===== src/rtl/ariane_pkg.sv =====
// Shared types for the branch history table controller.
// Entry, update and prediction bundles plus the 2-bit counter step.
package ariane_pkg;

    typedef struct packed {
        logic       valid;
        logic [1:0] cnt;
    } bht_t;

    typedef struct packed {
        logic        valid;
        logic [63:0] pc;
        logic        taken;
        logic        mispredict;
    } bht_update_t;

    typedef struct packed {
        logic valid;
        logic taken;
    } bht_prediction_t;

    function automatic logic [1:0] sat_cnt_update(
        input logic [1:0] cnt,
        input logic       taken
    );
        logic [1:0] res;
        res = cnt;
        if (taken) begin
            if (cnt != 2'b11) res = cnt + 2'd1;
        end else begin
            if (cnt != 2'b00) res = cnt - 2'd1;
        end
        return res;
    endfunction

endpackage


===== src/rtl/bht_ctrl.sv =====
// BHT controller: clearing sweep, update read-modify-write stage, lookup.
// Optional perf counters are built when BHT_PERF_CNT_EN is defined.
module bht_ctrl
    import ariane_pkg::*;
#(
    parameter int unsigned NR_ENTRIES = 64,
    parameter int unsigned INDEX_LSB  = 1
) (
    input  logic        clk_i,
    input  logic        rst_ni,
    input  logic        flush_bht_i,
    input  logic        debug_mode_i,
    input  logic [63:0] vpc_i,
    output logic        bht_valid_o,
    output logic        bht_taken_o,
    input  logic        upd_valid_i,
    input  logic [63:0] upd_pc_i,
    input  logic        upd_taken_i,
    input  logic        upd_mispredict_i,
    output logic        init_busy_o,
    output logic [31:0] perf_upd_cnt_o,
    output logic [31:0] perf_mispredict_cnt_o
);

    localparam int unsigned IDX_W = $clog2(NR_ENTRIES);
    localparam logic [IDX_W-1:0] LAST_IDX = IDX_W'(NR_ENTRIES - 1);

    typedef enum logic {INIT, RUN} state_e;

    typedef struct packed {
        logic             valid;
        logic [IDX_W-1:0] idx;
        bht_t             entry;
    } stage_t;

    state_e           state_q, state_d;
    logic [IDX_W-1:0] idx_q, idx_d;
    stage_t           stage_q, stage_d;
    bht_t             bht_q [NR_ENTRIES];

    bht_update_t      upd;
    bht_prediction_t  pred;
    logic [IDX_W-1:0] upd_idx, lkp_idx, tbl_waddr;
    logic             tbl_we, accept;
    bht_t             tbl_wdata, old_entry, new_entry, lkp_entry;
    logic             unused_bits;

    assign upd = '{
        valid:      upd_valid_i,
        pc:         upd_pc_i,
        taken:      upd_taken_i,
        mispredict: upd_mispredict_i
    };

    assign upd_idx = upd.pc[INDEX_LSB +: IDX_W];
    assign lkp_idx = vpc_i[INDEX_LSB +: IDX_W];
    assign unused_bits = ^{vpc_i, upd.pc, upd.mispredict};

    // Sweep sequencing and selection of the single table write port.
    always_comb begin
        state_d   = state_q;
        idx_d     = idx_q;
        tbl_we    = 1'b0;
        tbl_waddr = stage_q.idx;
        tbl_wdata = stage_q.entry;
        unique case (state_q)
            INIT: begin
                tbl_we    = 1'b1;
                tbl_waddr = idx_q;
                tbl_wdata = '0;
                idx_d     = idx_q + 1'b1;
                if (idx_q == LAST_IDX) state_d = RUN;
            end
            RUN: tbl_we = stage_q.valid && !flush_bht_i;
            default: state_d = INIT;
        endcase
        if (flush_bht_i) begin
            state_d = INIT;
            idx_d   = '0;
        end
    end

    // Accept an update and compute the new entry, forwarding from the stage.
    always_comb begin
        accept = upd.valid && (state_q == RUN)
              && !flush_bht_i && !debug_mode_i;
        old_entry = bht_q[upd_idx];
        if (stage_q.valid && stage_q.idx == upd_idx) begin
            old_entry = stage_q.entry;
        end
        new_entry.valid = 1'b1;
        if (!old_entry.valid) begin
            new_entry.cnt = upd.taken ? 2'b10 : 2'b01;
        end else begin
            new_entry.cnt = sat_cnt_update(old_entry.cnt, upd.taken);
        end
        stage_d = '{valid: accept, idx: upd_idx, entry: new_entry};
    end

    // Control state and update stage.
    always_ff @(posedge clk_i or negedge rst_ni) begin
        if (!rst_ni) begin
            state_q <= INIT;
            idx_q   <= '0;
            stage_q <= '0;
        end else begin
            state_q <= state_d;
            idx_q   <= idx_d;
            stage_q <= stage_d;
        end
    end

    // Table storage; contents are only defined once the sweep has run.
    always_ff @(posedge clk_i) begin
        if (tbl_we) bht_q[tbl_waddr] <= tbl_wdata;
    end

    // Lookup reads the table only; everything reads invalid during a sweep.
    always_comb begin
        lkp_entry  = bht_q[lkp_idx];
        pred.valid = (state_q == RUN) && lkp_entry.valid;
        pred.taken = (state_q == RUN) && lkp_entry.cnt[1];
    end

    assign bht_valid_o = pred.valid;
    assign bht_taken_o = pred.taken;
    assign init_busy_o = (state_q == INIT);

`ifdef BHT_PERF_CNT_EN
    logic [31:0] perf_upd_q, perf_upd_d;
    logic [31:0] perf_mis_q, perf_mis_d;

    // Saturating statistics of accepted updates.
    always_comb begin
        perf_upd_d = perf_upd_q;
        perf_mis_d = perf_mis_q;
        if (accept && perf_upd_q != 32'hFFFF_FFFF) begin
            perf_upd_d = perf_upd_q + 32'd1;
        end
        if (accept && upd.mispredict && perf_mis_q != 32'hFFFF_FFFF) begin
            perf_mis_d = perf_mis_q + 32'd1;
        end
    end

    // Counters survive flushes; only reset clears them.
    always_ff @(posedge clk_i or negedge rst_ni) begin
        if (!rst_ni) begin
            perf_upd_q <= '0;
            perf_mis_q <= '0;
        end else begin
            perf_upd_q <= perf_upd_d;
            perf_mis_q <= perf_mis_d;
        end
    end

    assign perf_upd_cnt_o        = perf_upd_q;
    assign perf_mispredict_cnt_o = perf_mis_q;
`else
    assign perf_upd_cnt_o        = '0;
    assign perf_mispredict_cnt_o = '0;
`endif

endmodule

===== config.mk =====
export PLATFORM = sky130hd
export DESIGN_NAME = bht_ctrl
export DESIGN_NICKNAME = d
export VERILOG_FILES = /design/src/rtl/ariane_pkg.sv /design/src/rtl/bht_ctrl.sv
export SDC_FILE = /design/constraint.sdc
export NUM_CORES = 1
export LEC_CHECK = 0
export BUFFER_PORTS_ARGS = -buffer_cell sky130_fd_sc_hd__clkbuf_2
export CAP_MARGIN = 30
export CORE_AREA = 5 5 173 175
export CTS_CLUSTER_DIAMETER = 60
export DETAILED_ROUTE_END_ITERATION = 8
export DIE_AREA = 0 0 178 180
export GPL_TIMING_DRIVEN = 0
export PLACE_DENSITY_LB_ADDON = 0.15
export SKIP_CTS_REPAIR_TIMING = 1
export SYNTH_ARGS = -nofsm -noshare
export SYNTH_HDL_FRONTEND = slang
export SYNTH_SLANG_ARGS = --single-unit

===== constraint.sdc =====
create_clock -name clk_i -period 5.7 [get_ports clk_i]
set_clock_uncertainty 0.15 [all_clocks]
set_input_delay 0.855 -clock clk_i [delete_from_list [all_inputs] [get_ports clk_i]]
set_output_delay 0.855 -clock clk_i [all_outputs]
set_load 0.01 [all_outputs]

==> out/metrics.cfg <==
[clocking]
clk_pin_slew_ns=0.06
htree_num_levels=1
cts_tree=built
cts.path.max_buffers=3
cts_buffers=23
clock_sinks=209
clk_latency_ns=0.51
root_buffer=clkbuf_16

[finish]
final_cell_mix=edfxtp_1 (192), nor2_1 (80), mux4_2 (78), buf_4 (72), conb_1 (65)
drive_gt1_frac=0.279
n_antenna_cell=0
fin_nets=904
syn_to_final_growth_pct=16.0
register_area_mm2=0.00619
multi_input_area_mm2=0.00363
final_common_cell=edfxtp_1
fill_cells=2579

[yosys]
synth_area_mm2=0.0103
yosysSeqAreaShare=0.603
synthCells=661
synthFlopType=edfxtp_1
synthArstFlopShare=0.0813
synth_edf_count=192
avgSynthCellArea_um2=15.5
ys_types=51
synth_seq_cells=209
yosysWarnings=0

[worst_setup_path]
reg2regPathDepth=5
startpoint_type=primary input
end_kind=primary output
cp.arrival_ns=3.60
crit_path_cell_trace=clkbuf_2 -> buf_1 -> mux4_2 -> mux4_2 -> mux4_2 -> and2_1 -> clkbuf_2
slowest_delay_ns=0.75
crit_fanout=10
regToRegSetupSlack_ns=2.88
endpoint=bht_valid_o
reg2reg_to=bht_q[23][1]
r2r_start=state_q
crit_type=primary input to primary output
cp_common_cell=mux4_2
required_ns=4.70
cp_slowest_cell=buf_1
critPathLaunch=vpc_i[2]

[sta]
setup_slack_ns=1.10
min_period_ns=4.60
relSlewSlack=0.340
worstMarginPinSlew_ns=0.990
slew_viol_final=0
setup_viol=0
finalHoldViolCount=0
fin_tns_setup_ns=0
rsz0062_at_grt=false
post-route-period-util=0.807
fmax_mhz=217

[power]
peakVddDrop_mv=0.268
pwr-share-seq=0.478
switching_share=0.226
power_switching_uw=795
internal_power_mw=2.71
power.density_mw_per_mm2=295
p_clk_frac=0.437
p_leak_nw=4.36
combPwrFrac=0.086

[grt]
track_usage=0.176
grt_max_degree=49
grt_pass1_wl_mm=41.9
grt_pass1_vias=6233
antenna_found_initial=0
overflow=0

[die]
dieWidth_um=178
start_util=0.362
ios=202
die_y_um=180
rows=62
core-area_mm2=0.0283
die_area_mm2=0.0320

[place]
dp_slack_ns=1.14
port-buffer-count=16
place_congestion=0.836
dp_hpwl_mm=20.4

[route]
viasPerCell=5.25
wire_per_inst_um=24.5
ant_nets=0
drc_errors=0
drtIter0Drc=571
num_vias=6129
drt_first_pass_iters=5
routed_wl_mm=28.6

[run]
cap_violations=0

[status]
status=complete, no violations

[worst_hold_path]
hp-class=primary input to async pin

## state kept, by name (all words and copies together), names as in the netlist
signal and flops:
bht_q 192, idx_q 6, stage_q 10, state_q 1
## how the worst min path moves through the flow
stage,slack (ns),to,from
detailed placement,0.41,idx_q[0],idx_q[0]
global route,0.16,idx_q[4],rst_ni
floorplan,0.38,stage_q[1],stage_q[2]
CTS,0.12,idx_q[4],rst_ni
finish,0.13,idx_q[4],rst_ni
global placement,0.41,idx_q[0],idx_q[0]
## power by group through the flow
| stage | logic, mW | clock network, mW | registers (mW) |
|---|---|---|---|
| detailed placement | 0.296 | 0 | 1.71 |
| global placement | 0.293 | 0 | 1.71 |
| floorplan | 0.211 | 0 | 1.70 |
| global route | 0.320 | 1.61 | 1.68 |
| CTS | 0.297 | 1.55 | 1.68 |
| finish | 0.300 | 1.53 | 1.68 |
## cell families after synthesis
family | Yosys count | synth area share
flops | 209 | 0.603
simple gates | 172 | 0.0758
mux | 117 | 0.210
buf+inv | 101 | 0.0667
compound gates | 48 | 0.0330
xor+xnor | 11 | 0.00939
other cells | 2 | 0.000732
fa+ha+maj | 1 | 0.00122
## critical path, delay by kind of cell
family	cells	cell delay [ns]
multiplexers	3	1.50
AND/OR/NAND/NOR	1	0.20
buffers and inverters	3	1.03
## metrics by stage
step / power (mW) / utilization / instances / instance area [µm²] / hold slack [ns]
floorplan: 1.92 / - / 724 / 10500 / 0.381
global placement: 2.00 / 0.391 / 1124 / 11100 / 0.407
detailed placement: 2.00 / 0.393 / 1127 / 11100 / 0.415
CTS: 3.53 / 0.420 / 1168 / 11900 / 0.122
global route: 3.61 / 0.420 / 1168 / 11900 / 0.163
finish: 3.51 / 0.420 / 1168 / 11900 / 0.126
## per-layer routing
metal / track usage / routed length (µm) / up-vias
li1: - / - / 2665
met5: 0 / 0 / -
met4: 0.0507 / 806 / 0
met3: 0.0206 / 1930 / 49
met1: 0.242 / 11800 / 3152
met2: 0.296 / 14100 / 263
## final cells by class
class                      count  area share
clock inverter                17      0.0162
multi-input combinational    414       0.305
timing repair buffer          19      0.0124
clock buffer                  24      0.0487
sequential                   209       0.520
inverter                       4     0.00126
tap                          384      0.0404
buffer                        97      0.0562
## synth_stat cells (2+ instances only)
cell | n | share of area
edfxtp_1 | 192 | 0.56
nor2_1 | 80 | 0.029
mux4_2 | 78 | 0.17
buf_4 | 72 | 0.053
nand2_1 | 39 | 0.014
mux2i_1 | 34 | 0.033
dfrtp_1 | 17 | 0.041
clkbuf_1 | 12 | 0.0044
nand3_1 | 12 | 0.0059
nand2b_1 | 11 | 0.0067
and2_1 | 8 | 0.0049
o21ai_0 | 8 | 0.0039
xnor2_1 | 8 | 0.0068
a22oi_1 | 6 | 0.0044
a21oi_1 | 5 | 0.0024
buf_1 | 5 | 0.0018
mux2_2 | 5 | 0.0055
nor2b_1 | 5 | 0.0030
a211oi_1 | 4 | 0.0029
buf_2 | 4 | 0.0020
buf_6 | 4 | 0.0044
o31ai_1 | 4 | 0.0029
a31oi_1 | 3 | 0.0018
and4_1 | 3 | 0.0026
nand4_1 | 3 | 0.0018
o21a_1 | 3 | 0.0022
o221ai_1 | 3 | 0.0026
xor2_1 | 3 | 0.0026
and3_1 | 2 | 0.0012
clkinv_1 | 2 | 0.00073
conb_1 | 2 | 0.00073
inv_1 | 2 | 0.00073
nor3_1 | 2 | 0.00098
o22ai_1 | 2 | 0.0012
or3_1 | 2 | 0.0012
No activity file was read; power rests on OpenSTA's default activity.
